## config.mk

```make
export PLATFORM = sky130hd
export DESIGN_NAME = sc_statemachinelanes
export DESIGN_NICKNAME = d
export VERILOG_FILES = /design/src/rtl/sc_statemachinelanes.sv
export SDC_FILE = /design/constraint.sdc
export NUM_CORES = 1
export LEC_CHECK = 0
export BUFFER_PORTS_ARGS = -buffer_cell sky130_fd_sc_hd__buf_2
export CAP_MARGIN = 20
export CORE_MARGIN = 2
export CORE_UTILIZATION = 50
export CTS_BUF_LIST = sky130_fd_sc_hd__clkbuf_4 sky130_fd_sc_hd__clkbuf_8
export DETAILED_ROUTE_END_ITERATION = 10
export GPL_ROUTABILITY_DRIVEN = 0
export PLACE_DENSITY = 0.78
export SKIP_CTS_REPAIR_TIMING = 1
export SLEW_MARGIN = 10
export SYNTH_ARGS = -nofsm -noshare
export SYNTH_HDL_FRONTEND = slang
export SYNTH_SLANG_ARGS = --single-unit
```

## constraint.sdc

```tcl
create_clock -name SC_STATEMACHINELANES_CLOCK_50 -period 1.77 [get_ports SC_STATEMACHINELANES_CLOCK_50]
set_input_delay 0 -clock SC_STATEMACHINELANES_CLOCK_50 [delete_from_list [all_inputs] [get_ports SC_STATEMACHINELANES_CLOCK_50]]
set_output_delay 0 -clock SC_STATEMACHINELANES_CLOCK_50 [all_outputs]
set_load 0.005 [all_outputs]
```

## src/rtl/sc_statemachinelanes.sv

```systemverilog
`default_nettype none
// ============================================================================
// Module   : sc_statemachinelanes
// Summary  : One FSM that schedules shifts for LANES background lanes, each
//            with its own tick divider and direction. Adds start/pause control.
// Revision : 1.0
// ============================================================================
module sc_statemachinelanes #(
    parameter int LANES        = 4,
    parameter int PERIOD_WIDTH = 4
) (
    input  logic                            SC_STATEMACHINELANES_CLOCK_50,
    input  logic                            SC_STATEMACHINELANES_RESET_InHigh,
    input  logic                            SC_STATEMACHINELANES_startGame_InLow,
    input  logic                            SC_STATEMACHINELANES_pause_InLow,
    input  logic                            SC_STATEMACHINELANES_T0_InLow,
    input  logic [LANES*PERIOD_WIDTH-1:0]   SC_STATEMACHINELANES_period_InBus,
    input  logic [LANES-1:0]                SC_STATEMACHINELANES_direction_InBus,
    output logic [2*LANES-1:0]              SC_STATEMACHINELANES_shiftselection_OutBus,
    output logic                            SC_STATEMACHINELANES_upcount_out,
    output logic                            SC_STATEMACHINELANES_running_Out
);

    typedef enum logic [2:0] {
        S_RESET_0 = 3'd0,
        S_START_0 = 3'd1,
        S_CHECK_0 = 3'd2,
        S_INIT_0  = 3'd3,
        S_CHECK_1 = 3'd4,
        S_RUN_0   = 3'd5,
        S_SHIFT_0 = 3'd6,
        S_PAUSE_0 = 3'd7
    } state_t;

    localparam logic [PERIOD_WIDTH-1:0] c_ONE = {{(PERIOD_WIDTH-1){1'b0}}, 1'b1};

    logic clk;
    logic rst;
    logic w_start_n;
    logic w_pause_n;
    logic w_t0_n;

    assign clk       = SC_STATEMACHINELANES_CLOCK_50;
    assign rst       = SC_STATEMACHINELANES_RESET_InHigh;
    assign w_start_n = SC_STATEMACHINELANES_startGame_InLow;
    assign w_pause_n = SC_STATEMACHINELANES_pause_InLow;
    assign w_t0_n    = SC_STATEMACHINELANES_T0_InLow;

    state_t                  r_state;
    state_t                  w_next;
    logic [PERIOD_WIDTH-1:0] r_cnt    [LANES];
    logic [PERIOD_WIDTH-1:0] r_per    [LANES];
    logic [LANES-1:0]        r_dir;
    logic [PERIOD_WIDTH-1:0] w_per_in [LANES];
    logic [PERIOD_WIDTH-1:0] w_reload [LANES];
    logic [LANES-1:0]        w_fire;

    // A lane fires in SHIFT_0 when it is enabled and its countdown has expired.
    for (genvar i = 0; i < LANES; i++) begin : g_lane
        assign w_per_in[i] = SC_STATEMACHINELANES_period_InBus[i*PERIOD_WIDTH +: PERIOD_WIDTH];
        assign w_reload[i] = (w_per_in[i] == '0) ? '0 : (w_per_in[i] - c_ONE);
        assign w_fire[i]   = (r_per[i] != '0) && (r_cnt[i] == '0);
        assign SC_STATEMACHINELANES_shiftselection_OutBus[2*i +: 2] =
            (r_state == S_INIT_0)                ? 2'b00 :
            ((r_state == S_SHIFT_0) && w_fire[i]) ? (r_dir[i] ? 2'b01 : 2'b10) :
                                                   2'b11;
    end

    assign SC_STATEMACHINELANES_upcount_out  = (r_state != S_RUN_0);
    assign SC_STATEMACHINELANES_running_Out  = (r_state == S_RUN_0) || (r_state == S_SHIFT_0);

    always_ff @(posedge clk) begin
        if (rst) begin
            r_state <= S_RESET_0;
        end else begin
            r_state <= w_next;
        end
    end

    always_comb begin
        w_next = r_state;
        case (r_state)
            S_RESET_0: w_next = S_START_0;
            S_START_0: w_next = S_CHECK_0;
            S_CHECK_0: if (!w_start_n) w_next = S_INIT_0;
            S_INIT_0:  w_next = S_CHECK_1;
            // Waiting for release keeps a held start button from re-triggering INIT.
            S_CHECK_1: if (w_start_n) w_next = S_RUN_0;
            S_RUN_0: begin
                if (!w_start_n)      w_next = S_INIT_0;
                else if (!w_pause_n) w_next = S_PAUSE_0;
                else if (!w_t0_n)    w_next = S_SHIFT_0;
            end
            S_SHIFT_0: w_next = S_RUN_0;
            S_PAUSE_0: begin
                if (!w_start_n)     w_next = S_INIT_0;
                else if (w_pause_n) w_next = S_RUN_0;
            end
            default:   w_next = S_CHECK_0;
        endcase
    end

    // Lane registers update on leaving INIT_0 (full load) or SHIFT_0 (count/reload).
    always_ff @(posedge clk) begin
        if (rst) begin
            r_dir <= '0;
            for (int i = 0; i < LANES; i++) begin
                r_cnt[i] <= '0;
                r_per[i] <= '0;
            end
        end else if (r_state == S_INIT_0) begin
            r_dir <= SC_STATEMACHINELANES_direction_InBus;
            for (int i = 0; i < LANES; i++) begin
                r_per[i] <= w_per_in[i];
                r_cnt[i] <= w_reload[i];
            end
        end else if (r_state == S_SHIFT_0) begin
            for (int i = 0; i < LANES; i++) begin
                if (r_per[i] == '0) begin
                    r_cnt[i] <= '0;
                end else if (r_cnt[i] == '0) begin
                    r_per[i] <= w_per_in[i];
                    r_cnt[i] <= w_reload[i];
                    r_dir[i] <= SC_STATEMACHINELANES_direction_InBus[i];
                end else begin
                    r_cnt[i] <= r_cnt[i] - c_ONE;
                end
            end
        end
    end

endmodule
`default_nettype wire

```

Word level (Yosys, flattened, before mapping)
Memory sizes are Yosys's and may differ from the RTL's.
Cells that the tools add are included.
{ "totals": {"ramBits": 32, "in_bits": 25, "reg_bits": 7, "elab_cells": 222, "mem_count": 2, "output_inout_bits": 10} }
{ "memory_table": {"columns": ["memory", "words", "width", "read_ports", "rd_clocked_by_memory_dff", "write_ports", "line_no", "rtl"], "rows": [
  ["r_cnt", 4, 4, 4, 0, 4, "51", "logic [PERIOD_WIDTH-1:0] r_cnt [LANES];"],
  ["r_per", 4, 4, 4, 0, 4, "52", "logic [PERIOD_WIDTH-1:0] r_per [LANES];"]
]} }
{ "classes": {"n_reduce_logical": 36, "muxes": 131, "addsub": 8, "n_eq_ne": 16, "bitwise": 24} }
{ "ops": {"columns": ["operator", "count"], "rows": [
  ["4-bit 2-to-1 mux", 30],
  ["1-bit 2-to-1 mux", 81],
  ["4-bit zero test", 12],
  ["4-bit by 1-bit subtractor with 4-bit output (second input constant)", 8],
  ["2-bit 2-to-1 mux", 12],
  ["1-bit bitwise OR", 24],
  ["3-bit one-hot mux with 8 select lines", 1],
  ["3-bit 2-to-1 mux", 7],
  ["4-bit nonzero test", 4],
  ["3-bit equality test (second input constant)", 4],
  ["2-bit != test (second input constant)", 6],
  ["3-bit AND reduction", 4],
  ["2-bit nonzero test", 5],
  ["1-bit logical AND", 8],
  ["3-bit by 2-bit equality test with 1-bit output (second input constant)", 2],
  ["3-bit != test (second input constant)", 2],
  ["4-bit != test (second input constant)", 1],
  ["4-bit AND reduction", 1],
  ["3-bit by 1-bit equality test with 1-bit output (second input constant)", 1],
  ["3-bit zero test", 1],
  ["1-bit logical OR", 1]
]} }

Longest topological paths before layout
Gate-level depths: netlist (run 1).
{ "depth": {"ltp_word": 9, "depth_mapped": 7, "ltp_nobuf": 7} }

Least setup slack after synthesis (run 1)
Ideal clock, no wire load.
{ "synth_timing": {"path_kind": "flip-flop to flip-flop", "start": "memory r_cnt[2][0]", "end": "memory r_cnt[2][0] (data pin)", "required_ns": 1.600, "setup_time_ns": 0.170, "period_less_slack_ns": 1.879, "path_stages_with_launch": 8, "arrival_ns": 1.709, "setup_slack_ns": -0.109, "path_buffers": 0, "path_cell_list": "edfxtp_1 -> inv_1 -> ha_1 -> or3b_4 -> nor2_4 -> a21oi_2 -> or2_4 -> o32ai_2"} }
{ "synth_rtl": {"columns": ["element", "line_no"], "rows": [
  ["from (decl)", "51"]
]} }

==> results of run 1 <==
cell type report:
class	instances	area share, %
multi-input combinational	186	44.70
sequential	39	33.95
timing repair buffer	66	13.79
clock buffer	7	2.679
tap	67	2.679
inverter	17	2.039
clock inverter	1	0.1599
worst register-to-register path, delay by kind of cell (launching register included):
family | cells | cell delay (ns)
AOI/OAI and AO/OA | 2 | 0.33
adders and majority gates | 1 | 0.18
buffers and inverters | 1 | 0.09
DFF | 1 | 0.39
and+or+nand+nor | 3 | 0.80
final timing paths:
check                                                       start  slack [ns]  cells after the start                                             to
worst max register to register                        r_cnt[2][1]       -0.19                      7                                    r_cnt[2][0]
worst max-delay path                                  r_cnt[2][1]       -0.19                      8  SC_STATEMACHINELANES_shiftselection_OutBus[4]
worst min-delay path            SC_STATEMACHINELANES_RESET_InHigh        0.02                      2                                     r_state[1]
worst min register to register                           r_dir[0]        0.49                      2                                       r_dir[0]
cells in the mapped netlist (3+ instances only):
| master | instances |
|---|---|
| buf_2 | 6 |
| nor4_1 | 3 |
| a21oi_1 | 13 |
| nor3_1 | 11 |
| and2_1 | 14 |
| ha_1 | 8 |
| nand2_1 | 18 |
| o32ai_1 | 3 |
| nor2_1 | 24 |
| mux2i_1 | 8 |
| o31ai_1 | 4 |
| inv_1 | 17 |
| edfxtp_1 | 28 |
| nand2b_1 | 4 |
| a21o_1 | 3 |
| dfxtp_1 | 11 |
| o21ai_0 | 4 |
| and3b_1 | 3 |
| nand3b_1 | 3 |
| o22ai_1 | 9 |
| o21ai_1 | 6 |
| a21oi_2 | 3 |
| xnor2_1 | 5 |
through the flow:
stage / instance area (sq um) / power, mW / setup slack (ns)
CTS: 2903 / 2.464 / -0.1883
global placement: 2814 / 1.834 / -0.04438
floorplan: 2440 / 1.615 / -0.08477
finish: 3129 / 2.559 / -0.1874
detailed placement: 2814 / 1.853 / -0.07470
global route: 3129 / 2.697 / -0.2807
power by group:
group / leakage [nW] / internal (mW) / switching [mW] / total [mW]
Sequential: 0.382 / 1.10 / 0.0783 / 1.17
Clock: 0.0491 / 0.307 / 0.305 / 0.612
Combinational: 0.820 / 0.389 / 0.384 / 0.772
flip-flops by register name (all words and copies together), names as in the netlist:
name and cells:
r_state 3, r_cnt 16, r_dir 4, r_per 16
logic make-up after synthesis:
kind of cell | Yosys count | synth area share, %
and+or+nand+nor | 107 | 26.46
muxes | 9 | 3.744
DFF | 39 | 43.49
AOI/OAI and AO/OA | 55 | 14.92
xor gates and xnor gates | 7 | 2.513
adders and majority gates | 8 | 4.103
buffers and inverters | 26 | 4.769
routing by layer:
metal	global-route usage, %	vias to the layer above	wire length [um]
met5	0	-	0
met4	6.061	0	45
met3	5.213	5	213
met2	31.45	45	2452
met1	25.46	927	2432
li1	-	1036	-
==> summary.txt, run 1 <==
Run status: finished with violations
Failing checks: negative setup slack
Sinks on Clock Net: 39
Cts bufs inserted: 5
Register Area: 1062 sq um
Syn nets: 284
Asr flop ratio synth: 0%
Crit path launch type: flip-flop
Cell Area, Synth: 2440 sq um
Detailed Routing Iterations Pass 1: 4
Core box area: 4723 sq um
CTS H-tree depth: 2
Fillers: 373
PortBufs: 34
Max FO, Critical Path: 3
Slew Viols, Final: 0
Initial cell density of the core: 51.66%
Critical path required time: 1.77 ns
Max incr delay on CP: 0.40 ns
Antenna violations before repair: 0
Multi-input logic area: 1399 sq um
Hold Vio Cnt, Final: 0
Routed WL per cell: 13.43 um
Total GRT Usage: 19.47%
Worst-path clk slew: 0.07 ns
Hold Crit Class: input pin to flip-flop
Worst Slack Setup Final: -0.1874 ns
Drt drc: 0
Area Growth Syn to Fin: 28.26%
Least-Margin Pin Slew: 0.3288 ns
Pwr dens: 817.6 nW/um^2
Layout cell share with drive strength beyond 1: 36.39%
Main synth FF type: edfxtp_1
Max Clock Freq: 510.9 MHz
Hold slack: 0.01889 ns
Yosys warns: 0
RSZ-0062 raised after global routing: true
CTS tree: built
Final #Nets: 348
Synth area leaders: edfxtp_1, dfxtp_1, ha_1
Ant diodes: 0
EDFF count, synth: 28
Bufs and invs on worst path: 3
Number of global-route vias before repair: 1829
Overflow after GRT: 0
Pin count of the biggest net entering global routing: 13
Most frequent cells in the layout: buf_2, edfxtp_1, buf_4
WS Path Type: flip-flop to primary output
Pleak: 1.251 nW
MaxCap Viol Count: 0
Die X: 73.86 um
Ports: 35
Starting DRT DRC Count: 103
Maximum VDD drop: 0.4380 mV
Cell family with most CP delay: simple AND/OR/NAND/NOR gates
Netlist cell types: 56
Rows: 25
Vias per cell: 5.256
CTS Root Buffer Type: clkbuf_8
Die area: 5455 sq um
Slew HR: 77.51%
Commonest non-fill, non-tap cell in the layout: buf_2
Hpwl dp: 3696 um
Synthesized flop and latch total: 39
Clock Path Buffers: 2
Post-DRT Antenna Nets: 0
CP arrival: 1.96 ns
Setup violations, final: 16
Final Skew: 0.006896 ns
Mapped Cells: 251
Seq/Total Area, Yosys: 43.49%
Placed cell count: 366
Synth top area share: 34.46%
Final Util: 66.25%
First-pass GRT wire length: 8038 um
Total negative slack: -1.721 ns
Vias post-DR: 2013
Mean area per synthesized cell: 9.720 sq um
Clk Latency, worst-skew pair: 0.29 ns
Die H: 73.86 um
Fin crit share: 110.6%
Drt total wl: 5143 um
Largest area contributor in the netlist: edfxtp_1
Crit path cell chain: inv_1 -> ha_2 -> or3b_4 -> nor2_4 -> a21oi_2 -> buf_4 -> a21o_1 -> buf_2
Minimum clock period: 1.957 ns
Crit path capture type: primary output
Final cell count without fillers: 383
Slowest cell on crit path: or3b_4
(Power assumes the default switching activity.)
==> inputs of run 2 (changes only) <==
- RECOVER_POWER: not set -> 50
==> summary.txt, run 2 (synthesized netlist as in run 1, its figures left out) <==
Run status: finished with violations (unchanged)
Failing checks: negative setup slack (unchanged)
Critical path required time: 1.89 ns (was 1.77 ns)
Pleak: 1.240 nW (was 1.251 nW)
Final #Nets: 348 (unchanged)
Cts bufs inserted: 5 (unchanged)
Drt total wl: 5084 um (was 5143 um)
Routed WL per cell: 13.27 um (was 13.43 um)
Pwr dens: 817.9 nW/um^2 (was 817.6 nW/um^2)
PortBufs: 34 (unchanged)
CTS tree: built (unchanged)
Overflow after GRT: 0 (unchanged)
Die X: 73.86 um (unchanged)
Initial cell density of the core: 51.66% (unchanged)
Slowest cell on crit path: or3b_4 (unchanged)
Cell family with most CP delay: simple AND/OR/NAND/NOR gates (unchanged)
Largest regs: r_cnt: 16 flops, r_per: 16 flops, r_dir: 4 flops (unchanged)
Crit path launch type: flip-flop (unchanged)
Detailed Routing Iterations Pass 1: 4 (unchanged)
CTS H-tree depth: 2 (unchanged)
Pin count of the biggest net entering global routing: 13 (unchanged)
Clock Path Buffers: 2 (unchanged)
Antenna violations before repair: 0 (unchanged)
Post-DRT Antenna Nets: 0 (unchanged)
WS Path Type: flip-flop to flip-flop (was flip-flop to primary output)
Rows: 25 (unchanged)
Final Util: 65.54% (was 66.25%)
Slew HR: 77.51% (unchanged)
R2R Path Start: r_cnt[2][1] (unchanged)
Vias per cell: 5.245 (was 5.256)
Final Skew: 0.007837 ns (was 0.006896 ns)
CTS Root Buffer Type: clkbuf_8 (unchanged)
Crit path capture type: flip-flop (was primary output)
Slew Viols, Final: 0 (unchanged)
Sinks on Clock Net: 39 (unchanged)
Hpwl dp: 3696 um (unchanged)
Die area: 5455 sq um (unchanged)
First-pass GRT wire length: 8038 um (unchanged)
Area Growth Syn to Fin: 26.87% (was 28.26%)
R2R cell count: 7 (unchanged)
Crit path depth: 7 (was 8)
Number of global-route vias before repair: 1829 (unchanged)
Least-Margin Pin Slew: 0.3288 ns (unchanged)
Clk Latency, worst-skew pair: 0.29 ns (about the same)
CP Launch Point: r_cnt[2][1] (unchanged)
Most frequent cells in the layout: buf_2, edfxtp_1, nor2_1 (was buf_2, edfxtp_1, buf_4)
Worst Slack Setup Final: -0.1859 ns (was -0.1874 ns)
CP arrival: 2.07 ns (was 1.96 ns)
Max Clock Freq: 511.3 MHz (was 510.9 MHz)
Reg-to-Reg End: r_cnt[2][0] (unchanged)
Setup violations, final: 15 (was 16)
Maximum VDD drop: 0.4505 mV (was 0.4380 mV)
Ports: 35 (unchanged)
Vias post-DR: 2009 (was 2013)
Bufs and invs on worst path: 1 (was 3)
Crit path cell chain: inv_1 -> ha_2 -> or3b_4 -> nor2_4 -> a21oi_2 -> or2_4 -> o32ai_2 (was inv_1 -> ha_2 -> or3b_4 -> nor2_4 -> a21oi_2 -> buf_4 -> a21o_1 -> buf_2)
DP Worst Slack: -0.07470 ns (unchanged)
Drt drc: 0 (unchanged)
Die H: 73.86 um (unchanged)
Total GRT Usage: 19.47% (unchanged)
Hold Crit Class: input pin to flip-flop (unchanged)
Fillers: 378 (was 373)
Commonest non-fill, non-tap cell in the layout: buf_2 (unchanged)
Total negative slack: -1.701 ns (was -1.721 ns)
Worst-path clk slew: 0.07 ns (about the same)
Max incr delay on CP: 0.40 ns (about the same)
Layout cell share with drive strength beyond 1: 33.86% (was 36.39%)
Core box area: 4723 sq um (unchanged)
Ant diodes: 0 (unchanged)
Hold depth: 2 (unchanged)
Setup slack, reg-to-reg: -0.19 ns (about the same)
Fin crit share: 110.5% (was 110.6%)
Starting DRT DRC Count: 83 (was 103)
Minimum clock period: 1.956 ns (was 1.957 ns)
Worst Setup EP: r_cnt[2][0] (was SC_STATEMACHINELANES_shiftselection_OutBus[4])
Hold Vio Cnt, Final: 0 (unchanged)
Max FO, Critical Path: 3 (unchanged)
RSZ-0062 raised after global routing: true (unchanged)
MaxCap Viol Count: 0 (unchanged)
==> run 2: cell types whose count changed in the layout (fill, tap and decap cells not counted), sizes merged <==
cell    delta
clkbuf     +4
buf        -4
==> run 2: worst min path at each step <==
stage | end | startpoint
floorplan | r_dir[0] | SC_STATEMACHINELANES_direction_InBus[0]
global placement | r_dir[3] | SC_STATEMACHINELANES_direction_InBus[3]
detailed placement | r_dir[1] | SC_STATEMACHINELANES_direction_InBus[1]
CTS | r_dir[1] | SC_STATEMACHINELANES_direction_InBus[1]
global route | r_dir[3] | SC_STATEMACHINELANES_RESET_InHigh
finish | r_dir[3] | SC_STATEMACHINELANES_RESET_InHigh
==> run 2: where the power goes <==
group / leakage [nW] / switching [mW] / total, mW / internal (mW)
clock network: 0.0491 / 0.305 / 0.612 / 0.307
registers: 0.382 / 0.0747 / 1.17 / 1.10
logic: 0.809 / 0.380 / 0.750 / 0.369
total: 1.24 / 0.760 / 2.53 / 1.77
==> run 2: worst register-to-register path, cell delays in order (launching register included) <==
cell      delay [ns]
edfxtp_1        0.39
inv_1           0.09
ha_2            0.18
or3b_4          0.40
nor2_4          0.13
a21oi_2         0.06
or2_4           0.27
o32ai_2         0.27
==> run 2: cell type report <==
cell class / instances / area (sq um) / share of cell area, %
multi-input combinational: 186 / 1378 / 44.50
sequential: 39 / 1062 / 34.32
timing repair buffer: 66 / 419.2 / 13.54
clock buffer: 7 / 83.83 / 2.708
tap: 67 / 83.83 / 2.708
inverter: 17 / 63.81 / 2.061
clock inverter: 1 / 5.005 / 0.1617
==> run 2: layer usage <==
metal	wire length [um]	share of wire, %	GRT usage, %
met4	54	1.1	6.061
met5	0	0	0
met1	2384	47	25.46
met3	221	4.3	5.213
met2	2423	48	31.45
==> run 2: through the flow <==
step           cell area, sq um  cells  total power [mW]  hold WS, ns
2_1_floorplan              2440    251             1.615       0.1405
3_3_place_gp               2814    366             1.834       0.2508
5_1_grt                    3095    383             2.672      0.03418
6_report                   3095    383             2.532      0.01685
3_5_place_dp               2814    366             1.853       0.2460
4_1_cts                    2903    374             2.464     -0.07171
